### src/rtl/approx_add_arbiter.sv
// Round-robin arbiter sharing one split OR-approximate adder among NREQ requesters.
// Optional saturating approximation-error counter enabled by defining APPROX_ERR_STAT_EN.
module approx_add_arbiter #(
  parameter int NREQ       = 4,
  parameter int WIDTH      = 32,
  parameter int LSB_APPROX = 16,
  parameter int IDW        = 2
) (
  input  logic                  clk,
  input  logic                  rst_n,
  input  logic [NREQ-1:0]       req_valid,
  output logic [NREQ-1:0]       req_ready,
  input  logic [NREQ*WIDTH-1:0] req_a,
  input  logic [NREQ*WIDTH-1:0] req_b,
  input  logic [NREQ-1:0]       req_exact,
  output logic                  rsp_valid,
  input  logic                  rsp_ready,
  output logic [WIDTH:0]        rsp_sum,
  output logic [IDW-1:0]        rsp_id,
  output logic                  rsp_exact,
  output logic                  busy,
  output logic [15:0]           err_cnt
);

  localparam logic [1:0] S_IDLE = 2'd0;
  localparam logic [1:0] S_CALC = 2'd1;
  localparam logic [1:0] S_FIX  = 2'd2;
  localparam logic [1:0] S_DONE = 2'd3;

  logic [1:0]       state_q, state_d;
  logic [IDW-1:0]   rr_ptr_q, rr_ptr_d;
  logic [IDW-1:0]   id_q, id_d;
  logic [WIDTH-1:0] a_q, a_d;
  logic [WIDTH-1:0] b_q, b_d;
  logic             exact_q, exact_d;
  logic [WIDTH:0]   sum_q, sum_d;

  logic             grant_found;
  logic [IDW-1:0]   grant_id;
  logic [WIDTH-1:0] a_sel, b_sel;
  logic [WIDTH:0]   approx_res, exact_res;

  // Low bits are OR-ed; the top approximated bit pair generates the carry into the exact part.
  function automatic logic [WIDTH:0] approx_sum(input logic [WIDTH-1:0] a, input logic [WIDTH-1:0] b);
    logic [WIDTH:0] s;
    logic           cin;
    s   = '0;
    cin = a[LSB_APPROX-1] & b[LSB_APPROX-1];
    s[LSB_APPROX-1:0] = a[LSB_APPROX-1:0] | b[LSB_APPROX-1:0];
    s[WIDTH:LSB_APPROX] = {1'b0, a[WIDTH-1:LSB_APPROX]} + {1'b0, b[WIDTH-1:LSB_APPROX]}
                        + {{(WIDTH-LSB_APPROX){1'b0}}, cin};
    return s;
  endfunction

  assign approx_res = approx_sum(a_q, b_q);
  assign exact_res  = {1'b0, a_q} + {1'b0, b_q};

  // NOTE: every always_comb output gets a default first so no latch is inferred.
  always_comb begin
    grant_found = 1'b0;
    grant_id    = '0;
    for (int p = 0; p < NREQ; p++) begin
      if (rr_ptr_q == IDW'(p)) begin
        for (int k = 0; k < NREQ; k++) begin
          if (!grant_found && req_valid[(p + k) % NREQ]) begin
            grant_found = 1'b1;
            grant_id    = IDW'((p + k) % NREQ);
          end
        end
      end
    end
  end

  always_comb begin
    a_sel = '0;
    b_sel = '0;
    for (int k = 0; k < NREQ; k++) begin
      if (grant_id == IDW'(k)) begin
        a_sel = req_a[k*WIDTH +: WIDTH];
        b_sel = req_b[k*WIDTH +: WIDTH];
      end
    end
  end

  // Reset also forces ready low so every output reads zero while rst_n is asserted.
  always_comb begin
    req_ready = '0;
    if (rst_n && (state_q == S_IDLE) && grant_found) req_ready[grant_id] = 1'b1;
  end

  always_comb begin
    state_d  = state_q;
    rr_ptr_d = rr_ptr_q;
    id_d     = id_q;
    a_d      = a_q;
    b_d      = b_q;
    exact_d  = exact_q;
    sum_d    = sum_q;
    case (state_q)
      S_IDLE: begin
        if (grant_found) begin
          a_d     = a_sel;
          b_d     = b_sel;
          exact_d = req_exact[grant_id];
          id_d    = grant_id;
          state_d = S_CALC;
        end
      end
      S_CALC: begin
        sum_d   = approx_res;
        state_d = exact_q ? S_FIX : S_DONE;
      end
      S_FIX: begin
        sum_d   = exact_res;
        state_d = S_DONE;
      end
      S_DONE: begin
        if (rsp_ready) begin
          state_d  = S_IDLE;
          rr_ptr_d = (id_q == IDW'(NREQ-1)) ? '0 : id_q + 1'b1;
        end
      end
      default: state_d = S_IDLE;
    endcase
  end

  // NOTE: sequential state uses non-blocking assignments so all flops update together.
  always_ff @(posedge clk or negedge rst_n) begin
    if (!rst_n) begin
      state_q  <= S_IDLE;
      rr_ptr_q <= '0;
      id_q     <= '0;
      a_q      <= '0;
      b_q      <= '0;
      exact_q  <= 1'b0;
      sum_q    <= '0;
    end else begin
      state_q  <= state_d;
      rr_ptr_q <= rr_ptr_d;
      id_q     <= id_d;
      a_q      <= a_d;
      b_q      <= b_d;
      exact_q  <= exact_d;
      sum_q    <= sum_d;
    end
  end

  assign rsp_valid = (state_q == S_DONE);
  assign rsp_sum   = sum_q;
  assign rsp_id    = id_q;
  assign rsp_exact = exact_q;
  assign busy      = (state_q != S_IDLE);

`ifdef APPROX_ERR_STAT_EN
  logic [15:0] err_cnt_q, err_cnt_d;

  always_comb begin
    err_cnt_d = err_cnt_q;
    if ((state_q == S_CALC) && !exact_q && (approx_res != exact_res) && (err_cnt_q != 16'hFFFF))
      err_cnt_d = err_cnt_q + 16'd1;
  end

  always_ff @(posedge clk or negedge rst_n) begin
    if (!rst_n) err_cnt_q <= '0;
    else        err_cnt_q <= err_cnt_d;
  end

  assign err_cnt = err_cnt_q;
`else
  assign err_cnt = '0;
`endif

endmodule

### config.mk
export PLATFORM = sky130hd
export DESIGN_NAME = approx_add_arbiter
export DESIGN_NICKNAME = d
export VERILOG_FILES = /design/src/rtl/approx_add_arbiter.sv
export SDC_FILE = /design/constraint.sdc
export NUM_CORES = 1
export LEC_CHECK = 0
export ABC_AREA = 1
export CORE_MARGIN = 2
export CORE_UTILIZATION = 40
export CTS_BUF_LIST = sky130_fd_sc_hd__clkbuf_8
export DETAILED_ROUTE_END_ITERATION = 8
export PLACE_DENSITY = 0.81
export SYNTH_ARGS = -nofsm -noshare
export SYNTH_HDL_FRONTEND = slang
export SYNTH_SLANG_ARGS = --single-unit
### constraint.sdc
create_clock -name clk -period 3.3 [get_ports clk]
set_input_delay 0.495 -clock clk [delete_from_list [all_inputs] [get_ports clk]]
set_output_delay 0.495 -clock clk [all_outputs]
set_load 0.01 [all_outputs]
* Word level (Yosys, flattened, before mapping) *
Index checks and enable logic that the tools add are counted.

storage, ports and cells
  flip-flop bits (word level) = 104
  bits in latches = 0
  RAM bits = 0
  memory bits (read-only) = 0
  input port bits = 267
  output and inout port bits = 58
  word-level logic and storage cells = 138
  memories = 0

operators by class
  $add $sub $neg = 4
  multiply operators = 0
  divide/modulo/power cells = 0
  magnitude comparators = 2
  eq/ne operators = 12
  shift-type cells = 0
  muxes and demuxes = 70
  bitwise gates (word level) = 2
  reduce and logical (&&, ||, !) cells = 41

operator list
  kind                 count
  $mux 32              8
  $pmux 33 s2          1
  $mux 2               21
  $mux 1               36
  $add 32x32->33       1
  $logic_and 1x1->1    18
  $add 16x16->17       1
  $add 17x1->17        1
  $or 16x16->16        1
  $logic_not 1->1      15
  $eq 2x2->1 const B   7
  $pmux 2 s4           1
  $eq 2x1->1 const B   3
  $logic_not 2->1      3
  $reduce_and 2->1     3
  $mux 4               1
  $reduce_bool 2->1    2
  $lt 2x3->1 const B   1
  $add 2x1->2 const B  1
  $bmux 1 s2           1
  $demux 1 s2          1
  $ge 2x1->1 const B   1
  $ne 2x1->1 const B   1
  $ne 2x2->1 const B   1
  $and 1x1->1          1

* Longest topological paths before layout *
Gate-level depths: netlist of run 1.

  depth in word-level cells = 67
  gate-level depth with buffers = 16
  depth with buffers taken out = 16

* Worst setup path after synthesis of run 1 *
Ideal clock, no wire load.

  path type = input-to-output
  from = input port req_valid[1]
  to = output port req_ready[1]
  arrival = 1.664 ns
  required time = 2.805 ns
  path slack = 1.141 ns
  stages = 9
  buffers on the path = 2
  cells stage by stage = inv_1 or2_1 o21ai_2 nand2_2 nand2_4 inv_4 buf_2 buf_2 nor3_1

on the way
  cells in the longest elaborated chain, start to end = 64
  elaborated cells between the ends (all ways) = 85
  classes of those cells = 2 x order compare; 52 x mux; 31 x reduce/logical

RTL lines
  what                                                            line  RTL
  start: declaration                                              11    input logic [NREQ-1:0] req_valid,
  $logic_and 1x1->1                                               65    if (!grant_found && req_valid[(p + k) % NREQ]) begin
  $mux 1                                                          65
  $mux 1                                                          63    if (rr_ptr_q == IDW'(p)) begin
  $logic_not 1->1                                                 65
  $logic_and 1x1->1                                               65
  $mux 1                                                          65
  $mux 1                                                          63
  $logic_not 1->1                                                 65
  (+48 left out)                                                  -
  $logic_and 1x1->1                                               65
  $mux 2                                                          65
  $mux 2                                                          63
  $lt 2x3->1 (implied by the code) or $ge 2x1->1 (tied branches)  88    if (rst_n && (state_q == S_IDLE) && grant_found) req_ready[grant_id] = 1'b1;
  $logic_and 1x1->1 (implied by the code)                         88
  $mux 1 (implied by the code)                                    88
  $demux 1 s2                                                     88
  $mux 4 *                                                        88
  end: declaration                                                12    output logic [NREQ-1:0] req_ready,

Every way passes the cells marked *; elsewhere a longest branch is shown, timed or not. The select of a mux whose other input is x is not followed.

* Worst setup path in the final report of run 1 *
  from = input port req_valid[3]
  to = output port req_ready[0]

on the way
  cells in the longest elaborated chain, start to end = 56
  elaborated cells between the ends (all ways) = 75
  classes of those cells = 2 x order compare; 46 x mux; 27 x reduce/logical

RTL lines
  what                                                            line
  $logic_and 1x1->1                                               65
  $mux 1                                                          65
  $mux 1                                                          63
  $logic_not 1->1                                                 65
  $logic_and 1x1->1                                               65
  $mux 1                                                          65
  $mux 1                                                          63
  $logic_not 1->1                                                 65
  (+40 left out)                                                  -
  $logic_and 1x1->1                                               65
  $mux 2                                                          65
  $mux 2                                                          63
  $lt 2x3->1 (implied by the code) or $ge 2x1->1 (tied branches)  88
  $logic_and 1x1->1 (implied by the code)                         88
  $mux 1 (implied by the code)                                    88
  $demux 1 s2                                                     88
  $mux 4 *                                                        88

Marks and branches as above.

==> results.py, run 1 <==
metrics = {
    "status": {
        "status": "completed",
    },
    "yosys": {
        "synth-xor-area-share_pct": 1.79,
        "yosysTopAreaCell": "dfrtp_1",
        "synth_top_cell_area_share_pct": 28.0,
        "synth_top_cells_by_count": "nand2_1 (652), inv_1 (160), nand3_1 (151), dfrtp_1 (104), nor2_1 (69)",
        "yosysMostFrequentCell": "nand2_1",
        "synth_compound_area_share_pct": 6.42,
        "synthCells": 1515,
        "ys_ff_latch": 104,
        "yosys-mux-area-fraction_pct": 0.121,
        "synth_warnings": 0,
        "ys_types": 40,
        "synth_top_family_by_area": "simple AND/OR/NAND/NOR gates",
        "ys_dominant_reg_cell": "dfrtp_1",
        "synth-simple-area-share_pct": 44.3,
        "synthesis.area_um2": 9290,
        "synthAdderAreaFrac_pct": 7.78,
        "synth_area_per_cell_um2": 6.13,
        "async_reset_ff_share_pct": 100,
        "synth_area_leaders": "dfrtp_1 (28%), nand2_1 (26%), nand3_1 (8.1%)",
        "yosysSeqAreaShare_pct": 28.0,
        "synth_edf_count": 0,
    },
    "global_route": {
        "grt_pass1_wl_um": 52500,
        "grt_util_all_layers_pct": 27.4,
        "grt_start_max_net_pins": 107,
        "antenna_found_initial": 2,
        "overflow": 0,
        "grt_pass1_vias": 10163,
    },
    "detailed_routing": {
        "vias": 10715,
        "first_iter_violations": 820,
        "drt-vias-per-instance": 5.16,
        "wl_per_cell_um": 16.2,
        "drc": 0,
        "drt-total-wl_um": 33700,
        "ant_nets": 0,
        "drtPass1Iterations": 5,
    },
    "timing": {
        "tightest_slew_ns": 1.12,
        "tns_ns": 0,
        "relSlewSlack_pct": 25.3,
        "rsz0062_at_grt": "false",
        "slew_viol_final": 0,
        "timing.fmax_mhz": 315,
        "finalSetupViolCount": 0,
        "hold_violations": 0,
        "fin_skew_ns": 0.0143,
        "period_share_pct": 96.2,
        "holdWs_ns": 0.183,
        "period_minus_slack_ns": 3.18,
    },
    "floorplan": {
        "dieArea_um2": 24500,
        "fp.dieH_um": 156,
        "start_util_pct": 40.9,
        "rows": 55,
        "io_pins": 325,
        "die-width_um": 156,
        "core_um2": 22700,
    },
    "setup_path": {
        "cp-startpoint": "req_valid[3]",
        "cp_cell_sequence": "clkdlybuf4s50_1 > inv_1 > nand2_1 > nor3_1 > nor2_4 > nand2_1 > nor3_1 > buf_4 > clkdlybuf4s50_1",
        "required_ns": 2.80,
        "crit_type": "input pin to output port",
        "cpPeakStageDelay_ns": 0.54,
        "crit_path_start_kind": "input pin",
        "ff2ff_path_depth": 15,
        "arrival_ns": 2.68,
        "regToRegStartpoint": "b_q[15]",
        "cp_slowest_cell": "clkdlybuf4s50_1",
        "crit_path_max_fanout": 4,
        "end_kind": "output port",
        "path_buf_inv": 4,
        "cp_top_family": "buffers and inverters",
        "worst-path-stages": 9,
    },
    "cts": {
        "clk_pin_slew_ns": 0.10,
        "clockBufferDepth": 2,
        "cts_tree": "done",
        "post_cts_resized": 0,
        "cts-hold-fix-buffers": 0,
        "cts.sinks": 104,
        "clockRootBuffer": "clkbuf_8",
        "cts_made_buffers": 9,
        "clk-insertion-delay-late_ns": 0.39,
        "cts_htree_levels": 3,
        "post-cts-setup-buffers": 0,
    },
    "power_and_ir_drop": {
        "ir_drop_v": 0.000379,
        "leakage_nw": 6.41,
        "power_density_nw_per_um2": 971,
    },
    "place": {
        "port_buffers": 308,
        "place.detailed.hpwl_um": 27000,
        "place.gp.congestion": 0.971,
    },
    "worst_hold_path": {
        "hold_path.class": "input pin to async pin",
    },
    "final_layout": {
        "num-nets-final": 2110,
        "synthToLayoutAreaGrowth_pct": 37.1,
        "post-route-util_pct": 56.1,
        "layout-drive-gt1-share_pct": 2.96,
        "n_fill_cell": 2262,
    },
    "flow_run": {
        "cap_violations": 0,
    },
}
==> state kept, by name, indices dropped and copies added (netlist names) <==
name / count
a_q: 32
b_q: 32
rr_ptr_q: 2
rsp_exact: 1
rsp_id: 2
rsp_sum: 33
state_q: 2
==> cell families after synthesis <==
| family | Yosys count |
|---|---|
| other | 1 |
| xor gates and xnor gates | 19 |
| DFF | 104 |
| AOI/OAI and AO/OA | 112 |
| and+or+nand+nor | 976 |
| buffers and inverters | 246 |
| muxes | 1 |
| adders and majority gates | 56 |
==> cells in the final DEF (no fill, tap or decap), types with 3 or more instances in the layout <==
cell             netlist  final
a21oi_1               58     58
and2_1                 4      4
buf_4                 18     21
clkbuf_8               0      9
clkdlybuf4s50_1        0    307
conb_1                 1     16
dfrtp_1              104    104
fa_1                   3      3
ha_1                  53     53
inv_1                160    159
nand2_1              652    652
nand3_1              151    151
nand3b_1               4      4
nand4_1               62     62
nor2_1                69     68
nor2_4                 2      3
nor3_1                14     14
o21ai_0               41     41
o21bai_1               3      3
or2_0                  8      8
or2_2                  4      4
xor2_1                18     18
==> per-stage QoR <==
step           cells  setup slack, ns  cell area, um^2  power (mW)
5_1_grt         2078           0.0591            12700        13.6
3_3_place_gp    2061           0.0993            12500        11.3
3_5_place_dp    2061            0.113            12500        11.4
6_report        2078            0.125            12700        12.4
2_1_floorplan   1530             1.14             9350        8.44
4_1_cts         2076            0.110            12700        12.3
==> power by group <==
group          total [mW]  internal, mW  switching, mW
sequential           2.50          1.94          0.563
combinational        8.96          3.26           5.70
clock               0.908         0.428          0.480
==> path summary, 6_finish.rpt <==
check                               endpoint  slack [ns]
worst max-delay path            req_ready[0]        0.12
worst min-delay path                  b_q[8]        0.18
worst max register to register   rsp_sum[30]        0.68
worst min register to register    rsp_sum[8]        0.48
max in group asynchronous        rsp_sum[25]        1.90
min in group clk                  rsp_sum[8]        0.48
==> routing by layer <==
metal	global-route usage, %	vias to the layer above	part of all wire (%)
li1	-	5320	-
met1	37.1	4940	45
met2	44.8	407	46
met3	4.35	48	6.6
met4	8.78	0	2.5
met5	0	-	0
==> final cells by class <==
class	instances	area, um^2	area share (%)
antenna	2	5.00	0.0393
multi-input combinational	1180	5690	44.6
clock inverter	6	90.1	0.707
sequential	104	2600	20.4
clock buffer	9	124	0.972
timing repair buffer	330	3270	25.7
tap	285	357	2.80
inverter	162	611	4.79
==> worst reg2reg max path: cells and delay by family, from the launching register on <==
family | cells | cell delay, ns
fa+ha+maj | 3 | 0.89
flops | 1 | 0.41
compound gates | 1 | 0.31
buf+inv | 3 | 0.31
simple gates | 8 | 0.65
Note: power is estimated with default switching activity, not from simulation.
==> run 2, diff against run 1 <==
--- a/config.mk
+++ b/config.mk
@@ -6,9 +6,11 @@
 export NUM_CORES = 1
 export LEC_CHECK = 0
 export ABC_AREA = 1
+export CORE_ASPECT_RATIO = 2
 export CORE_MARGIN = 2
 export CORE_UTILIZATION = 40
 export CTS_BUF_LIST = sky130_fd_sc_hd__clkbuf_8
+export CTS_CLUSTER_DIAMETER = 30
 export DETAILED_ROUTE_END_ITERATION = 8
 export PLACE_DENSITY = 0.81
 export SYNTH_ARGS = -nofsm -noshare
==> results.py, run 2 (synthesis results as in run 1) <==
metrics = {
    "final_layout": {
        "largest_reg_flops": 33,
        "final_cell_mix": "nand2_1 (652), clkdlybuf4s50_1 (307), inv_1 (160)",
        "layout_commonest_cell": "nand2_1",
        "synthToLayoutAreaGrowth_pct": 37.6,
        "n_fill_cell": 2242,
        "layout-drive-gt1-share_pct": 2.96,
        "num-nets-final": 2109,
    },
    "timing": {
        "rsz0062_at_grt": "false",
        "relSlewSlack_pct": 38.3,
        "fin_skew_ns": 0.0173,
        "finalSetupViolCount": 0,
        "tns_ns": 0,
        "slew_viol_final": 0,
        "holdWs_ns": 0.129,
        "timing.fmax_mhz": 331,
        "hold_violations": 0,
        "period_share_pct": 91.4,
        "period_minus_slack_ns": 3.02,
        "tightest_slew_ns": 0.925,
    },
    "cts": {
        "post-cts-setup-buffers": 0,
        "cts_made_buffers": 9,
        "cts-hold-fix-buffers": 0,
        "cts.sinks": 104,
        "clk-insertion-delay-late_ns": 0.40,
        "post_cts_resized": 0,
        "cts_tree": "done",
        "clockRootBuffer": "clkbuf_8",
        "cts_htree_levels": 3,
        "clockBufferDepth": 2,
        "clk_pin_slew_ns": 0.11,
    },
    "status": {
        "status": "completed",
    },
    "floorplan": {
        "core_um2": 22700,
        "start_util_pct": 40.9,
        "die-width_um": 112,
        "dieArea_um2": 24500,
        "io_pins": 325,
        "fp.dieH_um": 220,
        "rows": 78,
    },
    "global_route": {
        "antenna_found_initial": 1,
        "grt_util_all_layers_pct": 27.1,
        "grt_pass1_wl_um": 52900,
        "grt_pass1_vias": 10554,
        "overflow": 0,
        "grt_start_max_net_pins": 95,
    },
    "power_and_ir_drop": {
        "p_seq_share_pct": 19.9,
        "power_density_nw_per_um2": 965,
        "swShare_pct": 54.1,
        "ir_drop_v": 0.000517,
        "p_int_mw": 5.66,
        "power_frac_comb_pct": 72.9,
        "leakage_nw": 6.43,
        "clockPowerShare_pct": 7.3,
        "power_switching_mw": 6.68,
    },
    "setup_path": {
        "cp_top_family": "buffers and inverters",
        "required_ns": 2.80,
        "cp_slowest_cell": "clkdlybuf4s50_1",
        "path_buf_inv": 4,
        "end_kind": "output port",
        "crit_path_max_fanout": 14,
        "crit_type": "input pin to output port",
        "arrival_ns": 2.52,
        "crit_path_start_kind": "input pin",
        "cpPeakStageDelay_ns": 0.56,
        "cp_cell_sequence": "clkdlybuf4s50_1 > inv_1 > or2_1 > o21ai_2 > nand2_2 > nand2_4 > inv_4 > nor3_1 > clkdlybuf4s50_1",
        "path_common_cell": "clkdlybuf4s50_1",
    },
    "place": {
        "port_buffers": 308,
        "place.gp.congestion": 0.957,
        "place.detailed.hpwl_um": 27600,
    },
    "detailed_routing": {
        "wl_per_cell_um": 16.3,
        "ant_nets": 0,
        "drt-total-wl_um": 33800,
        "drt-vias-per-instance": 5.17,
        "first_iter_violations": 485,
        "drtPass1Iterations": 5,
        "vias": 10716,
        "drc": 0,
    },
    "flow_run": {
        "cap_violations": 0,
    },
    "worst_hold_path": {
        "hold_path.class": "input pin to async pin",
    },
}
==> run 2: cell types whose count changed in the layout (fill, tap and decap cells not counted), sizes merged <==
cell      change
inv           +3
clkbuf        +2
clkinv        -2
buf           -1
bufinv        -1
clkinvlp      -1
diode         -1
==> run 2: cell type report <==
type | count | area (um^2) | share of cell area [%]
Clock inverter | 5 | 67.6 | 0.529
Sequential cell | 104 | 2600 | 20.4
Inverter | 162 | 611 | 4.78
Multi-Input combinational cell | 1180 | 5690 | 44.5
Tap cell | 280 | 350 | 2.74
Antenna cell | 1 | 2.50 | 0.0196
Timing Repair Buffer | 329 | 3310 | 25.9
Clock buffer | 11 | 151 | 1.18
==> run 2: metrics by stage <==
step	instance area (um^2)	instances	setup slack (ns)	power (mW)	util [%]
final	12800	2072	0.282	12.3	56.2
after global routing	12800	2072	0.192	13.6	56.2
after CTS	12800	2071	0.264	12.4	56.2
after detailed placement	12600	2055	0.269	11.4	55.2
after global placement	12600	2055	0.326	11.2	55.2
after floorplan	9350	1530	1.14	8.44	-
==> run 2: final timing paths <==
kind                         startpoint            to  slack [ns]  cells past startpoint
setup / recovery           req_valid[1]  req_ready[3]        0.28                      9
hold / removal                    rst_n    state_q[0]        0.13                      2
setup reg to reg                a_q[15]   rsp_sum[32]        0.60                     14
hold reg to reg             rsp_sum[19]   rsp_sum[19]        0.48                      2
max in group asynchronous         rst_n       a_q[25]        1.89                      3
min in group clk            rsp_sum[19]   rsp_sum[19]        0.48                      2
==> run 2: power by group through the flow <==
stage | clock (mW) | combinational [mW] | sequential [mW]
final | 0.898 | 8.99 | 2.45
after global routing | 0.954 | 10.1 | 2.53
after CTS | 0.919 | 9.00 | 2.45
after detailed placement | 0 | 8.94 | 2.48
after global placement | 0 | 8.80 | 2.45
after floorplan | 0 | 6.04 | 2.40
==> run 2: metal layers <==
layer / up-vias / wire length [um] / GRT usage, % / share of wire [%]
li1: 5317 / - / - / -
met1: 4876 / 12600 / 29.6 / 37
met2: 426 / 17900 / 51.0 / 53
met3: 97 / 1590 / 2.72 / 4.7
met4: 0 / 1780 / 14.0 / 5.3
met5: - / 0 / 0 / 0
==> run 3, diff against run 2 <==
--- a/config.mk
+++ b/config.mk
@@ -10,7 +10,7 @@
 export CORE_MARGIN = 2
 export CORE_UTILIZATION = 40
 export CTS_BUF_LIST = sky130_fd_sc_hd__clkbuf_8
-export CTS_CLUSTER_DIAMETER = 30
+export CTS_CLUSTER_DIAMETER = 50
 export DETAILED_ROUTE_END_ITERATION = 8
 export PLACE_DENSITY = 0.81
 export SYNTH_ARGS = -nofsm -noshare
==> results of run 3 <==
The final DEF is identical to that of run 2; final timing and power are the same.
